$ cat config.mk
export PLATFORM = sky130hd
export DESIGN_NAME = pipelined_carry_select_adder
export DESIGN_NICKNAME = d
export VERILOG_FILES = /design/src/rtl/pipelined_carry_select_adder.sv
export SDC_FILE = /design/constraint.sdc
export NUM_CORES = 1
export LEC_CHECK = 0
export ABC_AREA = 0
export CAP_MARGIN = 10
export CORE_UTILIZATION = 45
export CTS_CLUSTER_DIAMETER = 50
export DETAILED_ROUTE_END_ITERATION = 8
export GPL_TIMING_DRIVEN = 0
export HOLD_SLACK_MARGIN = 0.05
export PLACE_DENSITY = 0.7
export SLEW_MARGIN = 20
export SYNTH_ARGS = -nofsm -noshare
export SYNTH_HDL_FRONTEND = slang
export SYNTH_SLANG_ARGS = --single-unit
$ cat constraint.sdc
create_clock -name clk -period 4.3 [get_ports clk]
set_input_delay 1.29 -clock clk [delete_from_list [all_inputs] [get_ports clk]]
set_output_delay 1.29 -clock clk [all_outputs]
set_load 0.02 [all_outputs]
$ cat src/rtl/pipelined_carry_select_adder.sv
// Pipelined carry-select adder: WIDTH-bit add split into BLOCK-bit segments,
// one segment per register stage, NBLK = WIDTH/BLOCK stages deep.
// Every stage advances together (global stall), so results keep their order.
// Optional feature: define CSA_OVERFLOW_FLAG_EN to add the 'overflow' output
// (two's-complement signed overflow of a + b + cin, aligned with sum).
//
// Handshake: a transfer happens on an edge where valid & ready are both high.
// Producers hold their payload stable while valid is high and ready is low;
// in_ready = out_ready | ~out_valid is combinational and ignores in_valid.
module pipelined_carry_select_adder #(
  parameter int WIDTH = 16,
  parameter int BLOCK = 4
) (
  input  logic             clk,
  input  logic             rst,
  input  logic             in_valid,
  output logic             in_ready,
  input  logic [WIDTH-1:0] a,
  input  logic [WIDTH-1:0] b,
  input  logic             cin,
  output logic             out_valid,
  input  logic             out_ready,
  output logic [WIDTH-1:0] sum,
  output logic             carry
`ifdef CSA_OVERFLOW_FLAG_EN
  ,
  output logic             overflow
`endif
);

  if (BLOCK < 1 || (WIDTH % BLOCK) != 0) begin : g_param_check
    $error("pipelined_carry_select_adder: WIDTH must be a positive multiple of BLOCK");
  end

  localparam int NBLK = WIDTH / BLOCK;

  // Whole pipeline moves when the output slot is empty or being drained.
  logic adv;

  for (genvar k = 0; k < NBLK; k++) begin : g_stage
    // REM: operand bits still to be added at this stage (this segment + above).
    // SW : sum bits known once this stage has registered its result.
    localparam int REM = WIDTH - k * BLOCK;
    localparam int SW  = (k + 1) * BLOCK;

    logic [REM-1:0] a_i;
    logic [REM-1:0] b_i;
    logic           c_i;
    logic           v_i;
    logic [BLOCK:0] s0;
    logic [BLOCK:0] s1;
    logic [BLOCK:0] sel;
    logic [SW-1:0]  s_n;
    logic           v_q;
    logic           c_q;
    logic [SW-1:0]  s_q;

    if (k == 0) begin : g_head
      assign a_i = a;
      assign b_i = b;
      assign c_i = cin;
      assign v_i = in_valid;
      assign s_n = sel[BLOCK-1:0];
    end else begin : g_body
      assign a_i = g_stage[k-1].g_fwd.a_q;
      assign b_i = g_stage[k-1].g_fwd.b_q;
      assign c_i = g_stage[k-1].c_q;
      assign v_i = g_stage[k-1].v_q;
      assign s_n = {sel[BLOCK-1:0], g_stage[k-1].s_q};
    end

    // Both candidate segment sums are formed up front; the incoming carry
    // only drives the final select.
    assign s0  = {1'b0, a_i[BLOCK-1:0]} + {1'b0, b_i[BLOCK-1:0]};
    assign s1  = {1'b0, a_i[BLOCK-1:0]} + {1'b0, b_i[BLOCK-1:0]} + {{BLOCK{1'b0}}, 1'b1};
    assign sel = c_i ? s1 : s0;

    // Stage result register: valid bit, selected carry and partial sum.
    always_ff @(posedge clk) begin
      if (rst) begin
        v_q <= 1'b0;
        c_q <= 1'b0;
        s_q <= '0;
      end else if (adv) begin
        v_q <= v_i;
        c_q <= sel[BLOCK];
        s_q <= s_n;
      end
    end

    if (REM > BLOCK) begin : g_fwd
      logic [REM-BLOCK-1:0] a_q;
      logic [REM-BLOCK-1:0] b_q;

      // Skew register: upper operand segments ride along untouched.
      always_ff @(posedge clk) begin
        if (rst) begin
          a_q <= '0;
          b_q <= '0;
        end else if (adv) begin
          a_q <= a_i[REM-1:BLOCK];
          b_q <= b_i[REM-1:BLOCK];
        end
      end
    end
  end

  assign out_valid = g_stage[NBLK-1].v_q;
  assign sum       = g_stage[NBLK-1].s_q;
  assign carry     = g_stage[NBLK-1].c_q;
  assign adv       = out_ready | ~out_valid;
  assign in_ready  = adv;

`ifdef CSA_OVERFLOW_FLAG_EN
  logic ov_n;
  logic ov_q;

  assign ov_n = (g_stage[NBLK-1].a_i[BLOCK-1] == g_stage[NBLK-1].b_i[BLOCK-1]) &
                (g_stage[NBLK-1].sel[BLOCK-1] != g_stage[NBLK-1].a_i[BLOCK-1]);

  // Signed overflow registered alongside the final segment so it matches sum.
  always_ff @(posedge clk) begin
    if (rst) begin
      ov_q <= 1'b0;
    end else if (adv) begin
      ov_q <= ov_n;
    end
  end

  assign overflow = ov_q;
`endif

endmodule

## Word level (Yosys, flattened, before mapping)

Cells that the tools add are included.

- Register bits after elaboration: 96
- Logic and storage cells: 32
- Input bits: 37
- Output and inout bits: 19

- Muxes and demuxes: 4
- Bitwise operators: 2
- Add/sub/neg operators: 8

Operators by type and width:

| kind | number |
|---|---|
| 4-bit by 4-bit adder with 5-bit output | 4 |
| 5-bit by 1-bit adder with 5-bit output, second input constant | 4 |
| 5-bit two-way mux | 4 |
| 1-bit NOT | 1 |
| 1-bit OR | 1 |

## Logic depth before layout (Yosys ltp)

- Word-level depth: 3
- Gate-level depth with buffers: 10
- Gate-level depth less buffers: 10

## Worst setup path before layout

Ideal clock, no wire load.

- Path type: input to output
- From: in out_ready
- To: out in_ready
- Slack: 1.063 ns
- Data required time: 3.010 ns
- Path buffers: 3
- Stages on the path: 5
- Arrival time: 1.947 ns
- Path through: nor2b_1 -> buf_2 -> inv_2 -> buf_2 -> buf_2

- Cells in the longest elaborated chain, start to end: 1

Ends and longest elaborated chain:

| element | RTL line | source |
|---|---|---|
| from (decl) | 22 | `input logic out_ready,` |
| 1-bit OR | 111 | `assign adv = out_ready \| ~out_valid;` |
| to (decl) | 17 | `output logic in_ready,` |

Every way passes these cells.

## Worst setup path after layout

Ends and elaborated chain as after synthesis.

==> results list <==
- After detailed routing, the average wire length per cell comes to 13.7 um.
- Critical register-to-register path startpoint: g_stage[1].g_fwd.a_q[0]
- CTS buffer count: 9
- Floorplan core area: 8890 sq um
- Of the available clock period, the critical path in the final layout requires 0.978.
* Overall routing resource usage: 0.209
* Per-instance average area after synthesis: 8.14 sq um
- In this run the worst setup path begins at out_ready.
- Clock latency on the worst-skew pair: 0.36 ns
* Transition time at the pin with the least slew margin: 0.654 ns
- IR analysis of the VDD net gives a maximum drop of 0.148 mV.
* Number of inserted filler cells in the final layout: 850
* Worst min-delay path class: flip-flop to flip-flop
* Type of origin of the critical path: primary input
- The worst register-to-register path ends at g_stage[2].c_q.
- Proportion of synthesized chip area in sequential cells: 0.457
- For this configuration, the core starts out at a cell density of 0.473.
- Leading cell types by count after synthesis: 158 x sky130_fd_sc_hd__nand2_1, 96 x sky130_fd_sc_hd__dfxtp_1, 79 x sky130_fd_sc_hd__a21oi_1
- From left edge to right edge, the die measures 98.6 um.
* Leading area contributor after synthesis: sky130_fd_sc_hd__dfxtp_1
* Final setup vio count: 0
* RSZ-0062 raised after global routing: false
- For this design the static power due to leakage is between 2 and 2.5 nW.
- After detailed placement, the design holds a cell count of between 600 and 700.
- Wires add up to approximately 9.5 mm.
* Data arrival time of the critical path: 2.91 ns
- Final antenna diode count: 0
- Startpoint of the lowest-slack hold path: g_stage[1].s_q[0]
- Layout Skew: roughly 0.012 ns
- Multiplexer area fraction after synthesis: 0.00953
- For this run, the detailed router's first-pass iteration total came to 4.
* Die Y: 98.6 um
* Non-filler instance count after layout: 695
* Dominant synthesized flop cell: sky130_fd_sc_hd__dfxtp_1
- The first global-routing pass estimated 16.0 mm of wire.
* Category of the worst setup path capture point: output port
* Worst R2R Setup Slack: about 2.0 ns
- TritonCTS built the clock tree.
- Critical-path maximum fanout: 10
* Start-to-end type of the worst setup path: primary input to output port
- Detailed placement HPWL: around 7.3 mm
* Top post-synthesis cells by area: sky130_fd_sc_hd__dfxtp_1 46%, sky130_fd_sc_hd__nand2_1 14%, sky130_fd_sc_hd__a21oi_1 9.4%
- The number of nets in the synthesized netlist is 577.
- Max Freq: 238 MHz
- Period minus WS final: about 4.2 ns
- IO Port Bufs: 55
- The synthesized netlist contains 25 unique library cells.
* CTS H-tree depth: 3
- Final core area utilization: 0.572
* Number of flops mapped to enable cells by yosys: 0
* Worst r2r path cells: 10
* Pwr/cell area: approximately 360 nW/um^2
* Number of global-route vias before repair: 3531
- Adder-cell area share of the yosys netlist: 0.0786
- The share of the synthesized area in compound gates (AO/OA/AOI/OAI) came to 0.155.
- FF+latch count, synth: 96
- In the final layout, the share of cells above drive strength 1 is 0.0698.
- Synth Area in XOR/XNOR: 0.0572
- Die area: ~9700 sq um
- The number of antenna violations at the first check in global routing came to 0.
- STA puts the critical path data required time at 3.01 ns.
- Following the worst setup path forward leads to its endpoint at in_ready.
* Via count: 3524
- CTS clock-pin slew for the worst setup and hold paths: 0.10 ns
- Simple-gate share of the synthesized area: 0.191
- Final #Nets: approximately 640
- Number of vias per cell after detailed routing: 5.07
* Grt ovf: 0
- Across the run, the number of max-cap violations was 0.
- For this design the top-level I/O count stands at 56.
- Drt first-iter violations: between 90 and 100
- The Yosys step of the flow raised 0 warnings.
- Post-synthesis async set-or-reset flop share: 0
* Most common cell in the synthesized netlist: sky130_fd_sc_hd__nand2_1
- CTS Root Buffer Type: sky130_fd_sc_hd__clkbuf_8
* Portion of synthesized cell area occupied by the leading cell type: 0.457
- Measured against its own limit, the worst slew margin works out to 0.563.
* Final routed DRC violation total: 0
- Max-slew violation count: 0
* Hold Slack: 0.454 ns
* Area added between synthesis and finish: 21.1%
- The congestion estimate from routability-driven global placement came to 0.818.
- Longest Clk Path Bufs: 2
- Row generation in the floorplan step produced 34 rows.
- The run finished with clean final reports.
- Cells after Synth: 516
- Final number of hold-violating endpoints: 0
- Largest net degree at the start of global routing: 18
- Total Power Consumption: 1.81 mW
* Netlist Area Pre-Place: 4200 sq um
* Dominant combinational cell family by area after synthesis: simple AND/OR/NAND/NOR gates
* Clk sinks: 96
- Antenna violation net count after detailed routing: 0
==> area by class of cell <==
cell class | count | area [sq um] | area share
timing repair buffer | 55 | 549 | 0.108
sequential | 96 | 1920 | 0.378
clock buffer | 10 | 128 | 0.0251
inverter | 21 | 78.8 | 0.0155
tap | 108 | 135 | 0.0266
buffer | 33 | 140 | 0.0275
multi-input combinational | 366 | 2060 | 0.405
clock inverter | 6 | 72.6 | 0.0143
==> how the worst min path moves through the flow <==
stage	end	cells after the start
floorplan	g_stage[0].g_fwd.a_q[10]	2
global placement	g_stage[1].g_fwd.a_q[7]	2
detailed placement	sum[6]	2
CTS	sum[9]	2
global route	g_stage[2].s_q[0]	2
finish	g_stage[2].s_q[0]	2
==> report_power, final <==
group | internal (mW) | switching (mW) | leakage (nW)
Sequential | 0.940 | 0.0291 | 0.789
Clock | 0.278 | 0.332 | 0.0983
Combinational | 0.112 | 0.118 | 1.18
Total | 1.33 | 0.479 | 2.07
==> metrics by stage <==
stage	TNS [ns]	instance area [sq um]	setup WS, ns
after floorplan	0	4200	1.06
after global placement	-0.223	4890	-0.223
after detailed placement	-0.221	4890	-0.221
after CTS	0	5090	0.0620
after global routing	0	5090	0.0222
final	0	5090	0.0961
==> layout by cell type (no fill, tap or decap), types with 2 or more instances in the layout <==
master	synthesis	final
sky130_fd_sc_hd__buf_2	11	10
sky130_fd_sc_hd__a211oi_1	16	16
sky130_fd_sc_hd__xor2_1	4	4
sky130_fd_sc_hd__fa_1	4	4
sky130_fd_sc_hd__clkbuf_1	20	21
sky130_fd_sc_hd__mux2i_1	4	4
sky130_fd_sc_hd__a21oi_2	4	4
sky130_fd_sc_hd__clkdlybuf4s50_1	0	54
sky130_fd_sc_hd__xor2_2	4	4
sky130_fd_sc_hd__a21o_1	5	5
sky130_fd_sc_hd__nor2_1	27	27
sky130_fd_sc_hd__nand3_1	4	4
sky130_fd_sc_hd__a22o_1	4	4
sky130_fd_sc_hd__nand2_1	158	158
sky130_fd_sc_hd__dfxtp_1	96	96
sky130_fd_sc_hd__a21o_2	3	3
sky130_fd_sc_hd__a21oi_1	79	79
sky130_fd_sc_hd__nor3_1	9	9
sky130_fd_sc_hd__xnor2_1	16	16
sky130_fd_sc_hd__inv_1	20	20
sky130_fd_sc_hd__clkbuf_8	0	9
sky130_fd_sc_hd__nor3_2	3	3
sky130_fd_sc_hd__ha_1	20	20
sky130_fd_sc_hd__inv_6	0	4
sky130_fd_sc_hd__buf_1	2	2
==> per-layer routing <==
metal,GRT usage,up-vias,share of wire
li1,-,1806,-
met1,0.248,1647,0.44
met2,0.381,62,0.50
met3,0.0440,9,0.043
met4,0.0540,0,0.010
met5,0,-,0
==> logic make-up after synthesis <==
logic type	count (synthesis)
AOI/OAI and AO/OA	111
buffers and inverters	54
DFF	96
xor gates and xnor gates	24
muxes	4
adders and majority gates	24
and+or+nand+nor	203
==> registers in the layout, indices dropped and copies added, names as in the netlist <==
name	flops
g_stage.g_fwd.a_q	24
g_stage.c_q	3
g_stage.g_fwd.b_q	24
g_stage.v_q	3
g_stage.s_q	24
sum	16
carry	1
out_valid	1
==> what timing repair did <==
action,CTS,global route
resized for setup,1,1
buffers inserted,0,0
hold buffers,0,0
endpoints found under the hold margin,0,0
endpoints found under the setup margin,1,1
==> worst max-delay path: stages <==
cell                              delay [ns]
sky130_fd_sc_hd__clkdlybuf4s50_1        0.48
sky130_fd_sc_hd__nor2b_1                0.05
sky130_fd_sc_hd__buf_2                  0.19
sky130_fd_sc_hd__inv_2                  0.10
sky130_fd_sc_hd__buf_2                  0.21
sky130_fd_sc_hd__clkbuf_4               0.24
sky130_fd_sc_hd__dlygate4sd2_1          0.35
Power figures use the tool's default switching activity.
